**src/rtl/ysyx_24120006_pkg.sv**
```systemverilog
// Shared IFU types and constants for the ysyx_24120006 NPC core.
// FSM state encoding, reset PC default and NOP encoding.
package ysyx_24120006_pkg;

  typedef enum logic [2:0] {
    S_IDLE,
    S_REQ,
    S_WAIT,
    S_VALID,
    S_EXEC,
    S_FAULT
  } ifu_state_e;

  localparam logic [31:0] DEFAULT_RESET_PC = 32'h8000_0000;
  localparam logic [31:0] NOP_INSTR        = 32'h0000_0013;

endpackage

```
**src/rtl/ysyx_24120006_ifu.sv**
```systemverilog
// Instruction fetch unit: PC register plus single-outstanding fetch FSM.
// Define YSYX_24120006_IFU_MISALIGN_CHECK_EN to fault on misaligned nextpc.
module ysyx_24120006_ifu
  import ysyx_24120006_pkg::*;
#(
  parameter logic [31:0] RESET_PC = DEFAULT_RESET_PC
) (
  input  logic        clk,
  input  logic        rst_n,
  output logic        imem_req_valid,
  input  logic        imem_req_ready,
  output logic [31:0] imem_req_addr,
  input  logic        imem_resp_valid,
  input  logic [31:0] imem_resp_data,
  input  logic        imem_resp_err,
  output logic        out_valid,
  input  logic        out_ready,
  output logic [31:0] out_pc,
  output logic [31:0] out_instr,
  input  logic        commit,
  input  logic [31:0] nextpc,
  output logic        fetch_fault
);

  ifu_state_e  state_q, state_d;
  logic [31:0] pc_q, pc_d;
  logic [31:0] instr_q, instr_d;
  logic        commit_ok;

`ifndef YSYX_24120006_IFU_MISALIGN_CHECK_EN
  logic unused_nextpc_lsb;
  assign unused_nextpc_lsb = ^nextpc[1:0];
`endif

  always_comb begin
    state_d   = state_q;
    pc_d      = pc_q;
    instr_d   = instr_q;
    commit_ok = 1'b0;
    unique case (state_q)
      S_IDLE: state_d = S_REQ;
      S_REQ: begin
        if (imem_req_ready) state_d = S_WAIT;
      end
      S_WAIT: begin
        if (imem_resp_valid) begin
          if (imem_resp_err) begin
            state_d = S_FAULT;
          end else begin
            instr_d = imem_resp_data;
            state_d = S_VALID;
          end
        end
      end
      S_VALID: begin
        if (out_ready) begin
          state_d   = S_EXEC;
          commit_ok = commit;
        end
      end
      S_EXEC:  commit_ok = commit;
      S_FAULT: state_d = S_FAULT;
      default: state_d = S_IDLE;
    endcase
    // Commit overrides the VALID->EXEC move and starts the next fetch.
    if (commit_ok) begin
`ifdef YSYX_24120006_IFU_MISALIGN_CHECK_EN
      if (nextpc[1:0] != 2'b00) begin
        state_d = S_FAULT;
      end else begin
        pc_d    = nextpc;
        state_d = S_REQ;
      end
`else
      pc_d    = {nextpc[31:2], 2'b00};
      state_d = S_REQ;
`endif
    end
  end

  always_ff @(posedge clk or negedge rst_n) begin
    if (!rst_n) begin
      state_q <= S_IDLE;
      pc_q    <= RESET_PC;
      instr_q <= NOP_INSTR;
    end else begin
      state_q <= state_d;
      pc_q    <= pc_d;
      instr_q <= instr_d;
    end
  end

  assign imem_req_valid = (state_q == S_REQ);
  assign imem_req_addr  = pc_q;
  assign out_valid      = (state_q == S_VALID);
  assign out_pc         = pc_q;
  assign out_instr      = instr_q;
  assign fetch_fault    = (state_q == S_FAULT);

endmodule

```
**config.mk**
```make
export PLATFORM = sky130hd
export DESIGN_NAME = ysyx_24120006_ifu
export DESIGN_NICKNAME = d
export VERILOG_FILES = /design/src/rtl/ysyx_24120006_pkg.sv /design/src/rtl/ysyx_24120006_ifu.sv
export SDC_FILE = /design/constraint.sdc
export NUM_CORES = 1
export LEC_CHECK = 0
export BUFFER_PORTS_ARGS = -buffer_cell sky130_fd_sc_hd__clkbuf_2
export CAP_MARGIN = 40
export CELL_PAD_IN_SITES_DETAIL_PLACEMENT = 2
export CELL_PAD_IN_SITES_GLOBAL_PLACEMENT = 2
export CORE_MARGIN = 2
export CORE_UTILIZATION = 27
export CTS_BUF_LIST = sky130_fd_sc_hd__clkbuf_16
export DETAILED_ROUTE_END_ITERATION = 7
export GPL_TIMING_DRIVEN = 0
export HOLD_SLACK_MARGIN = 0.12
export PLACE_DENSITY = 0.76
export SYNTH_ARGS = -nofsm -noshare
export SYNTH_HDL_FRONTEND = slang
export SYNTH_SLANG_ARGS = --single-unit
```
**constraint.sdc**
```tcl
create_clock -name clk -period 1.9 [get_ports clk]
set_clock_uncertainty 0.15 [all_clocks]
set_input_delay 0.19 -clock clk [delete_from_list [all_inputs] [get_ports clk]]
set_output_delay 0.19 -clock clk [all_outputs]
set_load 0.02 [all_outputs]
```
==> metrics.md <==
| Metric | Value |
|---|---|
| Share of cells above drive strength 1 | `59.0%` |
| Max Fclk | `556 MHz` |
| Leading cell types in the layout, fill and taps excluded | `163 x clkbuf_2, 66 x dlygate4sd3_1, 61 x dfrtp_1` |
| Combinational cell fraction of total power | `51.4%` |
| Dominant synthesized flop cell | `dfrtp_1` |
| Synth warn | `0` |
| HP Start | `commit` |
| Vias per cell | `4.18` |
| Die area | `11,800 um2` |
| Clock Latency Late Sink | `0.32 ns` |
| Maxcap violations | `0` |
| Worst R2R Path Depth | `5` |
| Final hold vios | `0` |
| TritonCTS clock tree | `yes` |
| M3 GR Usage | `2.95%` |
| Die W | `109 um` |
| Vias in the first global route | `2,666` |
| Drt first pass iters | `4` |
| Ant. Diodes | `0` |
| Starting DRT DRC Count | `35` |
| Hold Path End | `imem_req_addr[2]$_DFFE_PN0P_` |
| Critical path class | `flop to flop` |
| DP HPWL | `6240 um` |
| Post-route setup slack | `0.101 ns` |
| RSZ-0062 raised after global routing | `yes` |
| Critical path capture point type | `flop` |
| Worst Path Max Fanout | `10` |
| Gp weighted congestion | `0.672` |
| Worst path arrival time | `1.85 ns` |
| Area growth syn-to-layout | `66.1%` |
| Startpoint Class | `flop` |
| Cell Int Power | `4850 uW` |
| Maximum VDD drop | `0.000577 V` |
| Mapped Cells | `193` |
| RR Endpoint | `imem_req_addr[12]$_DFFE_PN0P_` |
| Buffers on Ports | `163` |
| Core ar. | `10,700 um2` |
| FFs w/ async S/R, synth | `100%` |
| Initial antenna violation count | `0` |
| CTS H-Tree Depth | `3` |
| Gr busiest metal | `met2` |
| Power density over the cells | `1660 nW/um2` |
| Root Buffer | `clkbuf_16` |
| Setup violators final | `0` |
| Starting Density | `27.5%` |
| Worst flop-to-flop path startpoint | `state_q[2]$_DFFE_PN0P_` |
| Reg2reg setup slack | `0.10 ns` |
| Clk buf depth | `2` |
| Vias post-DR | `2,435` |
| Yosys cell types | `26` |
| CTS Sinks | `65` |
| Routed Antenna Nets | `0` |
| Grt met1 use | `17.6%` |
| IO Count | `170` |
| Synthesized cell area | `2950 um2` |
| Register area share after synthesis | `55.3%` |
| Die height | `109 um` |
| Core Util, Final | `45.6%` |
| Count of state elements after synthesis | `65` |
| Routed WL | `9320 um` |
| Sw power | `3290 uW` |
| Post-place setup slack | `0.0342 ns` |
| Final #Nets | `508` |
| Row count | `38` |
| Net Sw Frac | `40.4%` |
| Most common cell after layout, fill and taps aside | `clkbuf_2` |
| GR Overflow Total | `0` |
| Fin. max-slew vios | `0` |
| Largest net degree at the start of global routing | `39` |
| Post-CTS Setup Bufs | `0` |
| Outcome | `finished clean` |
| Drt drc | `0` |
| Routed WL per cell | `16.0 um` |
| Number of flops mapped to enable cells by yosys | `0` |
| Fin crit period | `1.80 ns` |
| Clock-pin slew on the worst setup and hold paths | `0.05 ns` |
| Clock power share | `17.3%` |
| Avg Inst Size Synth | `15.3 um2` |
| Reg power frac | `31.3%` |
| Gr usage total | `16.3%` |
| First-pass GRT wire length | `14,300 um` |
| Class of the worst hold path | `input pin to flop` |
| Worst Hold Depth | `3` |
| Leak | `0.00264 uW` |
| Met2 usage | `30.6%` |
| CTS Buf Count | `9` |
| Worst EP required | `1.95 ns` |
| Tcrit/Tclk final | `94.7%` |
## power groups by stage
stage	Sequential (uW)	Combinational [uW]	Clock (uW)
floorplan	3240	1970	0
global placement	2520	3940	0
detailed placement	2560	4050	0
global route	2650	4470	1520
finish	2550	4190	1410
CTS	2550	4190	1450
## worst max-delay path by stage
stage | startpoint | slack, ns | endpoint | cells after the start
finish | state_q[2]$_DFFE_PN0P_ | 0.10 | imem_req_addr[12]$_DFFE_PN0P_ | 5
global route | state_q[0]$_DFFE_PN0P_ | -0.009 | state_q[1]$_DFFE_PN0P_ | 4
CTS | state_q[2]$_DFFE_PN0P_ | 0.007 | imem_req_addr[20]$_DFFE_PN0P_ | 5
detailed placement | state_q[2]$_DFFE_PN0P_ | 0.03 | imem_req_addr[21]$_DFFE_PN0P_ | 5
global placement | rst_n | -0.002 | imem_req_addr[29]$_DFFE_PN0P_ | 1
floorplan | state_q[2]$_DFFE_PN0P_ | 0.22 | imem_req_addr[3]$_DFFE_PN0P_ | 5
## registers in the layout, indices dropped and copies added (netlist names)
signal	cells
imem_req_addr	30
out_instr	32
state_q	3
## area by class of cell
cell class,instances,area (um2)
multi-input combinational,88,1000
buffer,43,344
timing repair buffer,230,1500
tap,140,175
clock inverter,7,26.3
fill,1138,5840
clock buffer,9,225
sequential,65,1630
## repair_timing
action                     in CTS  in global routing
hold buffers                   66                  0
hold endpoints to repair      129                  0
setup endpoints to repair       0                 29
gates resized for setup         0                  7
## layer usage
layer | vias up | wire length [um]
li1 | 1117 | -
met1 | 1219 | 3350
met2 | 87 | 5340
met3 | 12 | 444
met4 | 0 | 178
met5 | - | 0
## synthesized netlist by cell type, types with 2 or more instances
cell,number,share of area (%)
buf_4,34,8.6
nor3b_1,2,0.51
mux2_2,6,2.3
nand3_1,2,0.34
mux2_4,30,15
buf_6,7,2.7
nand2_1,3,0.38
clkbuf_1,2,0.25
dfstp_2,4,3.6
mux2_1,26,9.9
and3b_1,2,0.59
dfrtp_1,61,52
## logic make-up (layout without fill, tap and decap cells)
group           Yosys count  in the layout  share of synthesized area, %
flops                    65             65                          55.3
mux                      62             62                          27.5
buf+inv                  43            289                          11.6
simple gates             17             17                          4.32
compound gates            4              4                         0.975
other cells               1              4                         0.127
xor+xnor                  1              1                         0.297
## stage by stage
step / TNS, ns / cell area (um2) / power, uW / std cells / hold WS [ns]
6_report: 0 / 4900 / 8150 / 582 / 0.143
4_1_cts: 0 / 4890 / 8180 / 582 / 0.144
3_5_place_dp: 0 / 3980 / 6610 / 500 / 0.0235
2_1_floorplan: 0 / 2960 / 5210 / 196 / -0.256
5_1_grt: -0.00949 / 4900 / 8650 / 582 / 0.154
3_3_place_gp: -0.0162 / 3960 / 6460 / 499 / 0.254
## worst max-delay path, cell delays in order, from the launching register on
cell     delay, ns
dfrtp_1       0.39
buf_6         0.15
nor3b_2       0.17
o21ai_4       0.26
buf_6         0.20
mux2_1        0.35
No activity file was read; power rests on OpenSTA's default activity.
